File: src/rtl/dqn_fixed_pkg.sv
// Shared Q8.8 fixed-point constants and the delta-generator state type.
// Imported by the multiplier-saturator and the weight-update generator.
package dqn_fixed_pkg;

    localparam int W    = 16;
    localparam int FRAC = 8;

    localparam logic signed [W-1:0] SAT_MAX = 16'sh7FFF;
    localparam logic signed [W-1:0] SAT_MIN = 16'sh8000;

    localparam logic [3:0] COMMIT_CODE = 4'b1111;

    typedef enum logic [1:0] {
        IDLE,
        SCALE,
        PROD,
        COMMIT
    } state_t;

endpackage

File: src/rtl/fx_mul_sat.sv
// Combinational signed fixed-point multiply, floor shift by FRAC,
// and saturation back to W bits.
module fx_mul_sat
    import dqn_fixed_pkg::*;
#(
    parameter int MW = W,
    parameter int MF = FRAC
) (
    input  logic signed [MW-1:0] a,
    input  logic signed [MW-1:0] b,
    output logic signed [MW-1:0] y
);

    localparam logic signed [2*MW-1:0] HI =
        {{(MW+1){1'b0}}, {(MW-1){1'b1}}};
    localparam logic signed [2*MW-1:0] LO =
        {{(MW+1){1'b1}}, {(MW-1){1'b0}}};

    logic signed [2*MW-1:0] prod;
    logic signed [2*MW-1:0] sh;

    always_comb begin
        prod = a * b;
        sh   = prod >>> MF;
        if (sh > HI) begin
            y = {1'b0, {(MW-1){1'b1}}};
        end else if (sh < LO) begin
            y = {1'b1, {(MW-1){1'b0}}};
        end else begin
            y = sh[MW-1:0];
        end
    end

endmodule

File: src/rtl/deltaw3_gen.sv
// Output-layer weight-update generator: delta_ij = lr * err_j * h_i,
// computed serially on one shared multiplier, then a commit strobe.
module deltaw3_gen
    import dqn_fixed_pkg::*;
#(
    parameter int DW = W,
    parameter int DF = FRAC,
    parameter int NH = 5,
    parameter int NO = 4
) (
    input  logic                   clk,
    input  logic                   rst_n,
    input  logic                   start,
    input  logic [DW-1:0]          lr,
    input  logic [NH*DW-1:0]       h_flat,
    input  logic [NO*DW-1:0]       err_flat,
    output logic [NH*NO*DW-1:0]    delta_flat,
    output logic [3:0]             ctrl,
    output logic [3:0]             sel,
    output logic                   busy,
    output logic                   done
);

    localparam int NK = NH * NO;
    localparam int KW = (NK > 1) ? $clog2(NK) : 1;
    localparam int IW = (NH > 1) ? $clog2(NH) : 1;
    localparam int JW = (NO > 1) ? $clog2(NO) : 1;

    localparam logic [KW-1:0] K_LAST = KW'(NK - 1);
    localparam logic [JW-1:0] J_LAST = JW'(NO - 1);

    state_t state;
    state_t nxt;

    logic [KW-1:0] k;
    logic [IW-1:0] ri;
    logic [JW-1:0] cj;

    logic signed [DW-1:0] lr_r;
    logic signed [DW-1:0] h_r   [NH];
    logic signed [DW-1:0] err_r [NO];
    logic signed [DW-1:0] p_r   [NO];
    logic [NH*NO*DW-1:0]  delta_r;

    logic signed [DW-1:0] op_a;
    logic signed [DW-1:0] op_b;
    logic signed [DW-1:0] mul_y;

    always_ff @(posedge clk) begin
        if (!rst_n) begin
            state <= IDLE;
        end else begin
            state <= nxt;
        end
    end

    always_comb begin
        nxt = state;
        unique case (state)
            IDLE:    if (start) nxt = SCALE;
            SCALE:   if (cj == J_LAST) nxt = PROD;
            PROD:    if (k == K_LAST) nxt = COMMIT;
            COMMIT:  nxt = IDLE;
            default: nxt = IDLE;
        endcase
    end

    always_comb begin
        ctrl = 4'b0000;
        sel  = 4'b0000;
        done = 1'b0;
        busy = (state != IDLE);
        if (state == COMMIT) begin
            ctrl = COMMIT_CODE;
            sel  = COMMIT_CODE;
            done = 1'b1;
        end
    end

    // SCALE uses err_j x lr; PROD reuses the same multiplier for p_j x h_i.
    always_comb begin
        if (state == PROD) begin
            op_a = p_r[cj];
            op_b = h_r[ri];
        end else begin
            op_a = err_r[cj];
            op_b = lr_r;
        end
    end

    fx_mul_sat #(
        .MW (DW),
        .MF (DF)
    ) u_mul (
        .a (op_a),
        .b (op_b),
        .y (mul_y)
    );

    always_ff @(posedge clk) begin
        if (!rst_n) begin
            k       <= '0;
            ri      <= '0;
            cj      <= '0;
            lr_r    <= '0;
            delta_r <= '0;
            for (int i = 0; i < NH; i++) h_r[i] <= '0;
            for (int j = 0; j < NO; j++) begin
                err_r[j] <= '0;
                p_r[j]   <= '0;
            end
        end else begin
            unique case (state)
                IDLE: begin
                    if (start) begin
                        lr_r <= lr;
                        for (int i = 0; i < NH; i++)
                            h_r[i] <= h_flat[i*DW +: DW];
                        for (int j = 0; j < NO; j++)
                            err_r[j] <= err_flat[j*DW +: DW];
                        k  <= '0;
                        ri <= '0;
                        cj <= '0;
                    end
                end
                SCALE: begin
                    p_r[cj] <= mul_y;
                    cj      <= (cj == J_LAST) ? '0 : cj + 1'b1;
                end
                PROD: begin
                    delta_r[int'(k)*DW +: DW] <= mul_y;
                    k <= k + 1'b1;
                    if (cj == J_LAST) begin
                        cj <= '0;
                        ri <= ri + 1'b1;
                    end else begin
                        cj <= cj + 1'b1;
                    end
                end
                default: ;
            endcase
        end
    end

    assign delta_flat = delta_r;

endmodule

File: config.mk
export PLATFORM = sky130hd
export DESIGN_NAME = deltaw3_gen
export DESIGN_NICKNAME = d
export VERILOG_FILES = /design/src/rtl/dqn_fixed_pkg.sv /design/src/rtl/fx_mul_sat.sv /design/src/rtl/deltaw3_gen.sv
export SDC_FILE = /design/constraint.sdc
export NUM_CORES = 2
export LEC_CHECK = 0
export ABC_AREA = 1
export CORE_MARGIN = 4
export CORE_UTILIZATION = 50
export DETAILED_ROUTE_END_ITERATION = 12
export PLACE_DENSITY = 0.84
export REMOVE_ABC_BUFFERS = 1
export SLEW_MARGIN = 20
export SYNTH_ARGS = -nofsm -noshare
export SYNTH_HDL_FRONTEND = slang
export SYNTH_SLANG_ARGS = --single-unit
File: constraint.sdc
create_clock -name clk -period 9.74 [get_ports clk]
set_input_delay 1.948 -clock clk [delete_from_list [all_inputs] [get_ports clk]]
set_output_delay 1.948 -clock clk [all_outputs]
set_load 0.005 [all_outputs]
After elaboration in Yosys (flattened, before gate mapping)
Memory sizes are Yosys's and may differ from the RTL's. A register that Yosys moved wholly into a read port is not among the register bits.
Index checks and enable logic that the tools add are counted.
{"block": "totals", "ram_bits": 208, "in_bits": 163, "wordCells": 92, "out_inout_bits": 330, "memories": 3, "regBits": 348}
{"block": "op_classes", "bitwise": 9, "mul": 1, "shifts": 2, "n_mux": 45, "n_lt_le_gt_ge": 2, "addsub": 4, "n_reduce_logical": 11, "eq_ne": 9}
{"memory": "h_r", "depth": 5, "width": 16, "rd": 1, "rd_ports_with_merged_regs": 1, "wr": 5, "line_no": "deltaw3_gen.sv:40", "rtl": "logic signed [DW-1:0] h_r [NH];"}
{"memory": "err_r", "depth": 4, "width": 16, "rd": 1, "rd_ports_with_merged_regs": 1, "wr": 4, "line_no": "deltaw3_gen.sv:41", "rtl": "logic signed [DW-1:0] err_r [NO];"}
{"memory": "p_r", "depth": 4, "width": 16, "rd": 1, "rd_ports_with_merged_regs": 1, "wr": 4, "line_no": "deltaw3_gen.sv:42", "rtl": "logic signed [DW-1:0] p_r [NO];"}
{"cell": "$bwmux W320", "count": 1}
{"cell": "$shift A16 B33 Y320 const A", "count": 1}
{"cell": "$shiftx A16 B33 Y320", "count": 1}
{"cell": "$mux W16", "count": 14}
{"cell": "$neg A9 Y33", "count": 1}
{"cell": "$mul A16 B16 Y32", "count": 1}
{"cell": "$gt A24 B16 Y1 const B", "count": 1}
{"cell": "$lt A24 B16 Y1 const B", "count": 1}
{"cell": "$mux W2", "count": 10}
{"cell": "$reduce_or A16 Y1", "count": 1}
{"cell": "$mux W3", "count": 4}
{"cell": "$mux W1", "count": 10}
{"cell": "$pmux W5 S2", "count": 1}
{"cell": "$or A1 B1 Y1", "count": 9}
{"cell": "$pmux W2 S4", "count": 1}
{"cell": "$eq A2 B2 Y1 const B", "count": 3}
{"cell": "$ne A2 B2 Y1 const B", "count": 3}
{"cell": "$pmux W3 S2", "count": 1}
{"cell": "$reduce_and A2 Y1", "count": 3}
{"cell": "$reduce_and A3 Y1", "count": 2}
{"cell": "$reduce_bool A2 Y1", "count": 3}
{"cell": "$add A5 B1 Y5 const B", "count": 1}
{"cell": "$eq A5 B5 Y1 const B", "count": 1}
{"cell": "$mux W5", "count": 1}
{"cell": "other kinds (8)", "count": 8}

Longest topological paths before layout
{"block": "logic_depth", "ltp_word": 8, "ltp_mapped": 46, "mapped_depth_nobuf": 41}

By module
A second synthesis with hierarchy kept.
{"block": "unflattened", "cells_unflattened": 5103, "hier_area_um2": 36637.6}
{"mod": "deltaw3_gen", "area_each_um2": 25909.8, "seq_area_each_um2": 13312.8, "n_inst": 1, "cells_per_inst": 3670}
{"mod": "fx_mul_sat", "area_each_um2": 10727.8, "seq_area_each_um2": 0.0, "n_inst": 1, "cells_per_inst": 1433}

Least setup slack after synthesis
No wires, ideal clock.
{"block": "synth_path", "path_type": "reg-to-reg", "start": "register state[0]", "end": "register delta_r[133], in the netlist delta_flat[133]", "arrival_time_ns": 7.641, "synth_period_minus_slack_ns": 7.708, "n_path_buf": 5, "stages_incl_launch_ff": 41, "setup_ns": 0.066, "required_time_ns": 9.674, "setup_slack_ns": 2.032, "cell_sequence": "dfxtp_1 inv_1 ha_1 buf_4 inv_2 buf_4 clkbuf_1 nand2_1 o21ai_0 inv_1 clkbuf_1 nor2_1 inv_1 fa_1 inv_1 fa_1 fa_1 fa_1 [5 not listed] a21oi_1 o21ai_0 a211oi_1 nand2_1 nand2_1 nand2_1 nor2_1 nand3_1 nor2_2 nand3_2 nand2_4 buf_12 nand2_4 nand2_4 inv_4 nor2_8 nand2_4 a21oi_2"}
{"block": "synth_between", "elab_chain_len": 8, "word_cells_on_any_way": 10, "cone_classes": "1 x mul; 2 x order compare; 1 x eq/ne; 1 x shift; 5 x mux"}
{"item": "from (decl)", "line_no": "deltaw3_gen.sv:32", "rtl": "state_t state;"}
{"item": "from (signal assigned)", "line_no": "deltaw3_gen.sv:53", "rtl": "state <= nxt;"}
{"item": "$eq A2 B2 Y1 (*)", "line_no": "deltaw3_gen.sv:82, deltaw3_gen.sv:113"}
{"item": "$mux W16", "line_no": "deltaw3_gen.sv:82", "rtl": "if (state == PROD) begin"}
{"item": "$mul A16 B16 Y32", "line_no": "fx_mul_sat.sv:23", "rtl": "prod = a * b;"}
{"item": "$lt A24 B16 Y1", "line_no": "fx_mul_sat.sv:27", "rtl": "end else if (sh < LO) begin"}
{"item": "$mux W16", "line_no": "fx_mul_sat.sv:27"}
{"item": "$mux W16", "line_no": "fx_mul_sat.sv:25", "rtl": "if (sh > HI) begin"}
{"item": "$shiftx A16 B33 Y320", "line_no": "deltaw3_gen.sv:131", "rtl": "delta_r[int'(k)*DW +: DW] <= mul_y;"}
{"item": "$bwmux W320", "line_no": "deltaw3_gen.sv:131"}
{"item": "to (signal, indexed assignment)", "line_no": "deltaw3_gen.sv:131"}
{"item": "to (decl)", "line_no": "deltaw3_gen.sv:43", "rtl": "logic [NH*NO*DW-1:0] delta_r;"}
Every way passes the cells marked *; elsewhere a longest branch is shown, timed or not.
A chain may end at the register's enable or synchronous reset.

==> flow_summary.ini <==
[status]
status = complete, no violations

[global_routing]
globalRouteMet2Util_pct = 49.4
top_usage_layer = met2
grt_pass1_vias = 28931
antenna_found_initial = 5
gr-usage-met3_pct = 8.21
grt_util_all_layers_pct = 29.5
grt_use_met1_pct = 35.2
grt_first_pass_wirelength_um = 164000
gr-total-overflow = 0
grt_max_degree = 135

[sta]
tightest_slew_ns = 1.13
hold_viol = 0
setup_tns_ns = 0
period_share_pct = 93.0
slew_viol_final = 0
skew_ns = 0.0348
rsz0062_at_grt = no
slew_headroom_pct = 24.3
setup_violations = 0
finalCriticalPeriod_ns = 9.06
fmax_mhz = 110

[floorplanning]
die_y_um = 265
fp.coreArea_mm2 = 0.0648
die_area_mm2 = 0.0701
io_pins = 493
die_w_um = 265
start_util_pct = 50.9
row_count = 93

[logic_synthesis]
yosysTopAreaCell = dfxtp_1
yosys-top-cells-count = 597 x nor2_1, 559 x inv_1, 421 x o21ai_0
syn_avg_cell_area_um2 = 8.72
synth_top_area_share_pct = 21.4
synth_area_leaders = dfxtp_1 21%, edfxtp_1 19%, fa_1 16%
ys_ff_latch = 561
ys_warn_count = 0
synth_cell_types = 48
synth_edf_count = 208
synth-main-ff-cell = dfxtp_1
synth-seq-area-share_pct = 40.4
synth.most_common_cell = nor2_1
synthArstFlopShare_pct = 0
synth_area_mm2 = 0.0330
postSynthCellCount = 3780

[routing]
via_count = 28327
firstDrtPassIters = 6
drt-vias-per-instance = 5.57
wire_per_inst_um = 20.8
drt_iter0_drc = 2886
final_antenna_net_count = 0
drt_wl_total_um = 106000
drc = 0

[layout]
drive_above_1_share_pct = 8.82
multi_input_area_mm2 = 0.0167
fillCellCount = 5026
fin_area_mm2 = 0.0408
nets = 4694
syn2layout_area_growth_pct = 23.8
ff_latch_area_mm2 = 0.0133
fin_cells = 5090

[setup_path]
worstPathMaxFanout = 27
cp_slowest_cell = dfxtp_1
crit_arrival_ns = 9.61
path_common_cell = nand2_1
start_kind = register
cpPeakStageDelay_ns = 0.69
rrSetupSlack_ns = 0.68
crit_required_ns = 10.29
setup.worst_path.class = register to register
crit_path_end_kind = register

[min_path]
hp-class = register to register

[cts]
ctsHtreeMaxLevel = 2
root_buffer = clkbuf_16
cts_max_path_buffers = 3
clk_pin_slew_ns = 0.06
clock_latency_ns = 0.64
numClockSinks = 561
cts_buffers = 58
cts_tree = built
cts_hold_buf = 0

[placement]
globalplace.congestion = 0.958
place_hpwl_um = 78300
dpl_cell_area_mm2 = 0.0386
portBuffers = 492
dp.cells = 4975

[job]
cap_violations = 0
metal layers:
metal / vias up / wire length [um]
met5: - / 13
met2: 1448 / 51400
met4: 2 / 5800
met3: 328 / 10300
li1: 12872 / -
met1: 13677 / 38300
path summary, 6_finish.rpt:
| path | startpoint | to | cells past startpoint |
|---|---|---|---|
| hold reg to reg | lr_r[9]$_SDFFE_PN0P_ | lr_r[9]$_SDFFE_PN0P_ | 2 |
| setup reg to reg | register | delta_flat[64]$_SDFFE_PN0P_ | 36 |
| setup / recovery | register | delta_flat[64]$_SDFFE_PN0P_ | 36 |
| hold / removal | lr_r[9]$_SDFFE_PN0P_ | lr_r[9]$_SDFFE_PN0P_ | 2 |
stage by stage:
| stage | worst slack, ns | hold slack [ns] | utilization, % |
|---|---|---|---|
| 2_1_floorplan | 0.880 | 0.436 | - |
| 3_3_place_gp | 0.592 | 0.450 | 59.6 |
| 3_5_place_dp | 0.528 | 0.452 | 59.6 |
| 4_1_cts | 0.458 | 0.463 | 62.8 |
| 5_1_grt | 0.0629 | 0.477 | 62.9 |
| 6_report | 0.679 | 0.464 | 62.9 |
flip-flops by register name, indices dropped and copies added (netlist names), named ones only:
name and flops:
h_r 80, state 2, k 5, ri 3, lr_r 16, cj 2
err_r 64, delta_flat 320, p_r 64
placed cells by master (no fill, tap or decap), types with 36 or more instances in the layout:
cell type / instances
nor2_1: 578
clkdlybuf4s50_1: 491
buf_4: 57
o22ai_1: 38
a21oi_2: 48
dfxtp_1: 350
inv_1: 556
clkbuf_16: 63
o21ai_0: 417
a21oi_1: 311
nand2_4: 36
edfxtp_1: 208
nand3_1: 46
nand2_1: 387
fa_1: 260
ha_1: 88
cell type report:
class,instances,share of cell area (%)
well taps,855,2.62
inverters,588,5.48
multi-input cells,2421,40.8
clock inverters,30,0.859
repair buffers,552,13.3
clock buffers,79,4.24
flip-flops and latches,561,32.6
diodes,4,0.0245
repair_timing:
| item | in CTS | in global routing |
|---|---|---|
| endpoints found under the setup margin | 0 | 58 |
| resized for setup | 0 | 8 |
| setup buffers | 0 | 0 |
cells by family after synthesis:
kind of cell / synth area share, %
AOI/OAI and AO/OA: 14.3
xor gates and xnor gates: 0.744
adders and majority gates: 19.2
buffers and inverters: 9.47
DFF: 40.4
and+or+nand+nor: 15.9
worst max-delay path: cells and delay by family, from the launching register on:
kind | cells | cell delay (ns)
buffers and inverters | 6 | 0.95
DFF | 1 | 0.69
AOI/OAI and AO/OA | 7 | 1.51
adders and majority gates | 7 | 3.32
and+or+nand+nor | 16 | 2.51
Power is not shown: default switching activity piles up to over one toggle a cycle in this logic, so the estimate is an artifact.
